`config.mk`:
```
export PLATFORM = sky130hd
export DESIGN_NAME = video_shifter
export DESIGN_NICKNAME = d
export VERILOG_FILES = /design/src/rtl/video_shifter.sv
export SDC_FILE = /design/constraint.sdc
export NUM_CORES = 1
export LEC_CHECK = 0
export BUFFER_PORTS_ARGS = -buffer_cell sky130_fd_sc_hd__buf_2
export CAP_MARGIN = 10
export CORE_UTILIZATION = 46
export CTS_BUF_LIST = sky130_fd_sc_hd__clkbuf_4 sky130_fd_sc_hd__clkbuf_8 sky130_fd_sc_hd__clkbuf_16
export DETAILED_ROUTE_END_ITERATION = 8
export GPL_TIMING_DRIVEN = 0
export HOLD_SLACK_MARGIN = 0.12
export SLEW_MARGIN = 20
export SYNTH_ARGS = -nofsm -noshare
export SYNTH_HDL_FRONTEND = slang
export SYNTH_SLANG_ARGS = --single-unit
export TNS_END_PERCENT = 100
```
`constraint.sdc`:
```
create_clock -name clk -period 5.95 [get_ports clk]
set_clock_uncertainty 0.2 [all_clocks]
set_input_delay 0.8925 -clock clk [delete_from_list [all_inputs] [get_ports clk]]
set_output_delay 0.8925 -clock clk [all_outputs]
set_load 0.01 [all_outputs]
```
`src/rtl/video_shifter.sv`:
```
// -----------------------------------------------------------------------------
// video_shifter
//
// Pixel serializer at the end of the video fetch path. The 16-bit framebuffer
// words returned by the fetch slots go into a small word FIFO. Each line they
// are shifted out MSB-first, one pixel per pixel tick, as a registered
// monochrome pixel plus an active flag for the scan-out stage.
//
// Parameters
//   FIFO_DEPTH  : word FIFO entries (power of two, 2..16)
//   START_FILL  : words that must be queued before a line may start
//   LINE_PIXELS : pixels shifted per line (multiple of 16, <= 1008)
//
// Ports
//   clk        in   system clock
//   reset      in   synchronous, active-high reset
//   pixEn      in   one-clk pixel tick
//   _hblank    in   active-low horizontal blank
//   _vblank    in   active-low vertical blank
//   wordValid  in   wordData valid this clk
//   wordData   in   framebuffer word, bit 15 = leftmost pixel
//   wordReady  out  FIFO not full; a push happens on wordValid & wordReady
//   pixel      out  current pixel, 1 = black
//   active     out  pixel is a valid shifted pixel
//   underflow  out  sticky: a word was needed while the FIFO was empty
// -----------------------------------------------------------------------------
module video_shifter #(
   parameter int FIFO_DEPTH  = 4,
   parameter int START_FILL  = 1,
   parameter int LINE_PIXELS = 512
) (
   input  logic        clk,
   input  logic        reset,
   input  logic        pixEn,
   input  logic        _hblank,
   input  logic        _vblank,
   input  logic        wordValid,
   input  logic [15:0] wordData,
   output logic        wordReady,
   output logic        pixel,
   output logic        active,
   output logic        underflow
);

   localparam int AW = $clog2(FIFO_DEPTH);
   localparam int CW = AW + 1;

   localparam logic [CW-1:0] DEPTH_C = CW'(FIFO_DEPTH);
   localparam logic [CW-1:0] START_C = CW'(START_FILL);
   localparam logic [9:0]    LINE_C  = 10'(LINE_PIXELS);

   typedef enum logic [1:0] {
      IDLE  = 2'd0,
      ARMED = 2'd1,
      SHIFT = 2'd2
   } state_t;

   // ---------------------------------------------------------------------------
   // Registers
   // ---------------------------------------------------------------------------
   state_t          state_q, state_d;
   logic [15:0]     shift_q, shift_d;
   logic [3:0]      bit_q,   bit_d;     // index of the next bit to emit
   logic [9:0]      pcnt_q,  pcnt_d;    // pixels emitted so far this line
   logic            pix_q,   pix_d;
   logic            act_q,   act_d;
   logic            unf_q,   unf_d;
   logic            de_q;               // de as sampled on the previous tick

   logic [15:0]     mem_q [FIFO_DEPTH];
   logic [AW-1:0]   wr_q, wr_d;
   logic [AW-1:0]   rd_q, rd_d;
   logic [CW-1:0]   cnt_q, cnt_d;

   logic            de;
   logic            de_rise;
   logic            push;
   logic            pop;
   logic            flush;
   logic [15:0]     head;

   assign de        = _hblank & _vblank;
   assign de_rise   = pixEn & de & ~de_q;
   assign wordReady = (cnt_q < DEPTH_C);
   assign push      = wordValid & wordReady;
   assign head      = mem_q[rd_q];

   assign pixel     = pix_q;
   assign active    = act_q;
   assign underflow = unf_q;

   // ---------------------------------------------------------------------------
   // Line state machine: next state, shifter and output pixel
   // ---------------------------------------------------------------------------
   always_comb begin
      state_d = state_q;
      shift_d = shift_q;
      bit_d   = bit_q;
      pcnt_d  = pcnt_q;
      pix_d   = pix_q;
      act_d   = act_q;
      unf_d   = unf_q;
      pop     = 1'b0;
      flush   = 1'b0;

      unique case (state_q)
         IDLE: begin
            if (de_rise) state_d = ARMED;
         end

         ARMED: begin
            if (pixEn) begin
               if (cnt_q >= START_C) begin
                  // first pixel of the line is bit 15 of the head word
                  pop     = 1'b1;
                  shift_d = head;
                  pix_d   = head[15];
                  act_d   = 1'b1;
                  bit_d   = 4'd14;
                  pcnt_d  = 10'd1;
                  state_d = SHIFT;
               end else if (!de) begin
                  // display window closed before enough data arrived
                  unf_d   = 1'b1;
                  state_d = IDLE;
               end
            end
         end

         SHIFT: begin
            if (pixEn) begin
               if (pcnt_q == LINE_C) begin
                  // tick after the last pixel: blank and drop any leftovers
                  pix_d   = 1'b0;
                  act_d   = 1'b0;
                  flush   = 1'b1;
                  bit_d   = 4'd0;
                  pcnt_d  = 10'd0;
                  state_d = IDLE;
               end else begin
                  pcnt_d = pcnt_q + 10'd1;
                  if (bit_q == 4'd15) begin
                     // previous tick emitted bit 0: start a fresh word
                     if (cnt_q != '0) begin
                        pop     = 1'b1;
                        shift_d = head;
                        pix_d   = head[15];
                     end else begin
                        // starved: show 16 white pixels, keep line timing
                        unf_d   = 1'b1;
                        shift_d = 16'h0000;
                        pix_d   = 1'b0;
                     end
                     bit_d = 4'd14;
                  end else begin
                     pix_d = shift_q[bit_q];
                     bit_d = bit_q - 4'd1;  // 0 wraps to 15, which requests a word
                  end
               end
            end
         end

         default: state_d = IDLE;
      endcase
   end

   // ---------------------------------------------------------------------------
   // FIFO pointers and occupancy. Flush wins over a same-clk push, so a word
   // accepted in the flush clk is discarded.
   // ---------------------------------------------------------------------------
   always_comb begin
      wr_d  = wr_q;
      rd_d  = rd_q;
      cnt_d = cnt_q;
      if (flush) begin
         wr_d  = '0;
         rd_d  = '0;
         cnt_d = '0;
      end else begin
         if (push) wr_d = wr_q + AW'(1);
         if (pop)  rd_d = rd_q + AW'(1);
         unique case ({push, pop})
            2'b10:   cnt_d = cnt_q + CW'(1);
            2'b01:   cnt_d = cnt_q - CW'(1);
            default: cnt_d = cnt_q;
         endcase
      end
   end

   always_ff @(posedge clk) begin
      if (push) mem_q[wr_q] <= wordData;
   end

   always_ff @(posedge clk) begin
      if (reset) begin
         state_q <= IDLE;
         shift_q <= 16'h0000;
         bit_q   <= 4'd0;
         pcnt_q  <= 10'd0;
         pix_q   <= 1'b0;
         act_q   <= 1'b0;
         unf_q   <= 1'b0;
         de_q    <= 1'b0;
         wr_q    <= '0;
         rd_q    <= '0;
         cnt_q   <= '0;
      end else begin
         state_q <= state_d;
         shift_q <= shift_d;
         bit_q   <= bit_d;
         pcnt_q  <= pcnt_d;
         pix_q   <= pix_d;
         act_q   <= act_d;
         unf_q   <= unf_d;
         if (pixEn) de_q <= de;
         wr_q    <= wr_d;
         rd_q    <= rd_d;
         cnt_q   <= cnt_d;
      end
   end

endmodule

```
==> impl_metrics.ini <==
[run_status]
status = finished, final reports clean

[sta]
hold_violations = 0
rsz0062_at_grt = no
tightest_slew_ns = 0.925
finalMaxSlewViolations = 0
period_needed_ns = 2.68
setup_violations = 0
slew-limit-headroom_pct = 38.3
post-route-period-util_pct = 45.0
tns_ns = 0
fmax_ghz = 0.373

[yosys]
syn_inst = 361
synth.distinct_cells = 48
synth_area_per_cell_um2 = 13.0
ys_seq_area_share_pct = 59.9
synth.area.top_cells = edfxtp_1 (41%), dfxtp_1 (19%), mux4_2 (10%)
yosys.area.top_type_share_pct = 40.8
netlist_area_um2 = 4710
yosys_warnings = 0
ys_ff_latch = 109
synth_ff_type = edfxtp_1
syn_nets = 399
synth_common_cells = edfxtp_1 (64), dfxtp_1 (45), nor2_1 (26)
synthArstFlopShare_pct = 0
yosys.area.top_type = edfxtp_1
synth_edf_count = 64
yosysMostFrequentCell = edfxtp_1

[global_route]
overflow = 0
grt_pass1_wl_um = 14200
grt.busiest_layer = met2
met2_usage_pct = 28.6
met1_usage_pct = 24.0
met3_usage_pct = 5.78
grt_antenna_before_repair = 0
grt_pass1_vias = 2820
grt_max_degree = 20
grt.total_usage_pct = 18.2

[die]
core_um2 = 9860
dieArea_um2 = 10600
fp.dieH_um = 103
ioPinCount = 26
rows = 36
die_x_um = 103
start_util_pct = 47.8

[placed_design]
place_inst = 519
gp_congestion = 0.782
hpwl_um = 5740
port_buffers = 25

[clocking]
cts.sinks = 109
path_clk_slew_ns = 0.10
cts_setup_buffers = 0
clock_latency_ns = 0.38
clock_path_buffers = 2
cts_hold_buffers = 0
cts_resized = 0
cts_max_level = 3
cts_tree = built
cts_made_buffers = 9
cts_root_buf = clkbuf_8

[setup_path]
worstPathMaxFanout = 6
cp-end-kind = flop
crit_path_start_kind = flop
crit_type = reg2reg
cp.required_ns = 6.03
cp.arrival_ns = 2.76
worstPathCellList = inv_1 > ha_1 > nor2b_1 > a31oi_1 > nand2_1 > o21ai_0 > ha_1 > mux2i_1 > nor2_1 > xnor2_1 > nor2_1
critical-path-slowest-cell = dfxtp_1
critPathMaxStageDelay_ns = 0.43
r2r_setup_slack_ns = 3.27

[cells_and_area]
multi_input_area_um2 = 1740
antenna_cells = 0
stdcell_count = 535
num-nets-final = 435
drive_gt1_share_pct = 20.1
regArea_um2 = 2820
fillerInstances = 859
syn_to_final_growth_pct = 10.5

[pwr]
leakagePower_nw = 1.81
power.density_nw_per_um2 = 342
ir_drop_mv = 0.286

[detailed_routing]
initialDrtViolationCount = 113
drt_pass1_iterations = 4
routedWlPerCell_um = 15.7
num_vias = 2804
viasPerCell = 5.24
postRouteAntennaNets = 0
routed_wl_um = 8390
drc = 0

[job]
maxCapViolations = 0

[worst_hold_path]
hold_path.class = reg2reg
==> cells by family after synthesis <==
logic type	after synthesis	synth area share (%)
AOI/OAI and AO/OA	53	7.04
adders and majority gates	16	4.25
xor gates and xnor gates	13	2.42
buffers and inverters	36	3.24
muxes	23	10.5
and+or+nand+nor	111	12.7
DFF	109	59.9
==> metrics by stage <==
stage	util [%]	power [W]	hold WS (ns)	cell area (um^2)	worst slack, ns
2_1_floorplan	-	0.00123	0.244	4710	3.64
5_1_grt	52.8	0.00189	0.313	5200	2.98
3_3_place_gp	50.7	0.00133	0.256	5000	3.21
3_5_place_dp	50.7	0.00134	0.258	5000	3.18
4_1_cts	52.8	0.00180	0.284	5200	3.28
6_report	52.8	0.00178	0.283	5200	3.27
==> flip-flops by register name, summed over array words and instances, names as in the netlist, named ones only <==
register / cells
pixel: 1
cnt_q: 3
pcnt_q: 10
shift_q: 16
mem_q: 64
active: 1
underflow: 1
de_q: 1
rd_q: 2
state_q: 2
bit_q: 4
wr_q: 2
==> worst paths after layout <==
path,from,end,cells after the start
worst min-delay path,de_q$_SDFFE_PP0P_,de_q$_SDFFE_PP0P_,2
worst max-delay path,pcnt_q[0]$_SDFFE_PP0P_,cnt_q[2]$_SDFFE_PP0P_,11
worst max register to register,pcnt_q[0]$_SDFFE_PP0P_,cnt_q[2]$_SDFFE_PP0P_,11
worst min register to register,de_q$_SDFFE_PP0P_,de_q$_SDFFE_PP0P_,2
==> placed cells by master (no fill, tap or decap), drive strengths merged, types with 2 or more instances in the layout <==
master	count
xor2	8
ha	16
nor2b	3
o31ai	2
o41ai	2
nor2	26
and3	4
nand3	6
a21oi	10
or4	3
clkinv	2
nor3	2
nor4	3
buf	36
xnor2	5
o21a	2
dfxtp	45
o21ai	24
clkbuf	17
nand2	25
nand3b	16
inv	20
o22ai	3
nand2b	9
a31oi	3
and2	5
mux4	21
edfxtp	64
mux2i	2
nand4	4
==> where the power goes <==
group | total (W) | leakage [nW] | internal [W] | switching (W)
clock network | 0.000461 | 0.103 | 0.000200 | 0.000261
registers | 0.000931 | 0.953 | 0.000886 | 0.0000444
logic | 0.000388 | 0.751 | 0.000165 | 0.000223
==> area by class of cell <==
class / count / area share [%]
plain buffers: 19 / 1.71
clock buffers: 9 / 2.38
clock inverters: 7 / 1.51
inverters: 17 / 1.23
multi-input cells: 216 / 33.3
flip-flops and latches: 109 / 54.2
well taps: 133 / 3.20
repair buffers: 25 / 2.40
==> critical path: cells and delay by family (launching register included) <==
family,cells,cell delay [ns]
compound gates,2,0.76
simple gates,4,0.32
buf+inv,1,0.07
mux,1,0.19
fa+ha+maj,2,0.48
flops,1,0.43
xor+xnor,1,0.14
==> metal layers <==
metal  wire, um  share of wire (%)  up-vias
met3        285                3.4        9
li1           -                  -     1394
met5          0                  0        -
met2       3910                 47       43
met4        103                1.2        0
met1       4090                 49     1358
(Power assumes the default switching activity.)
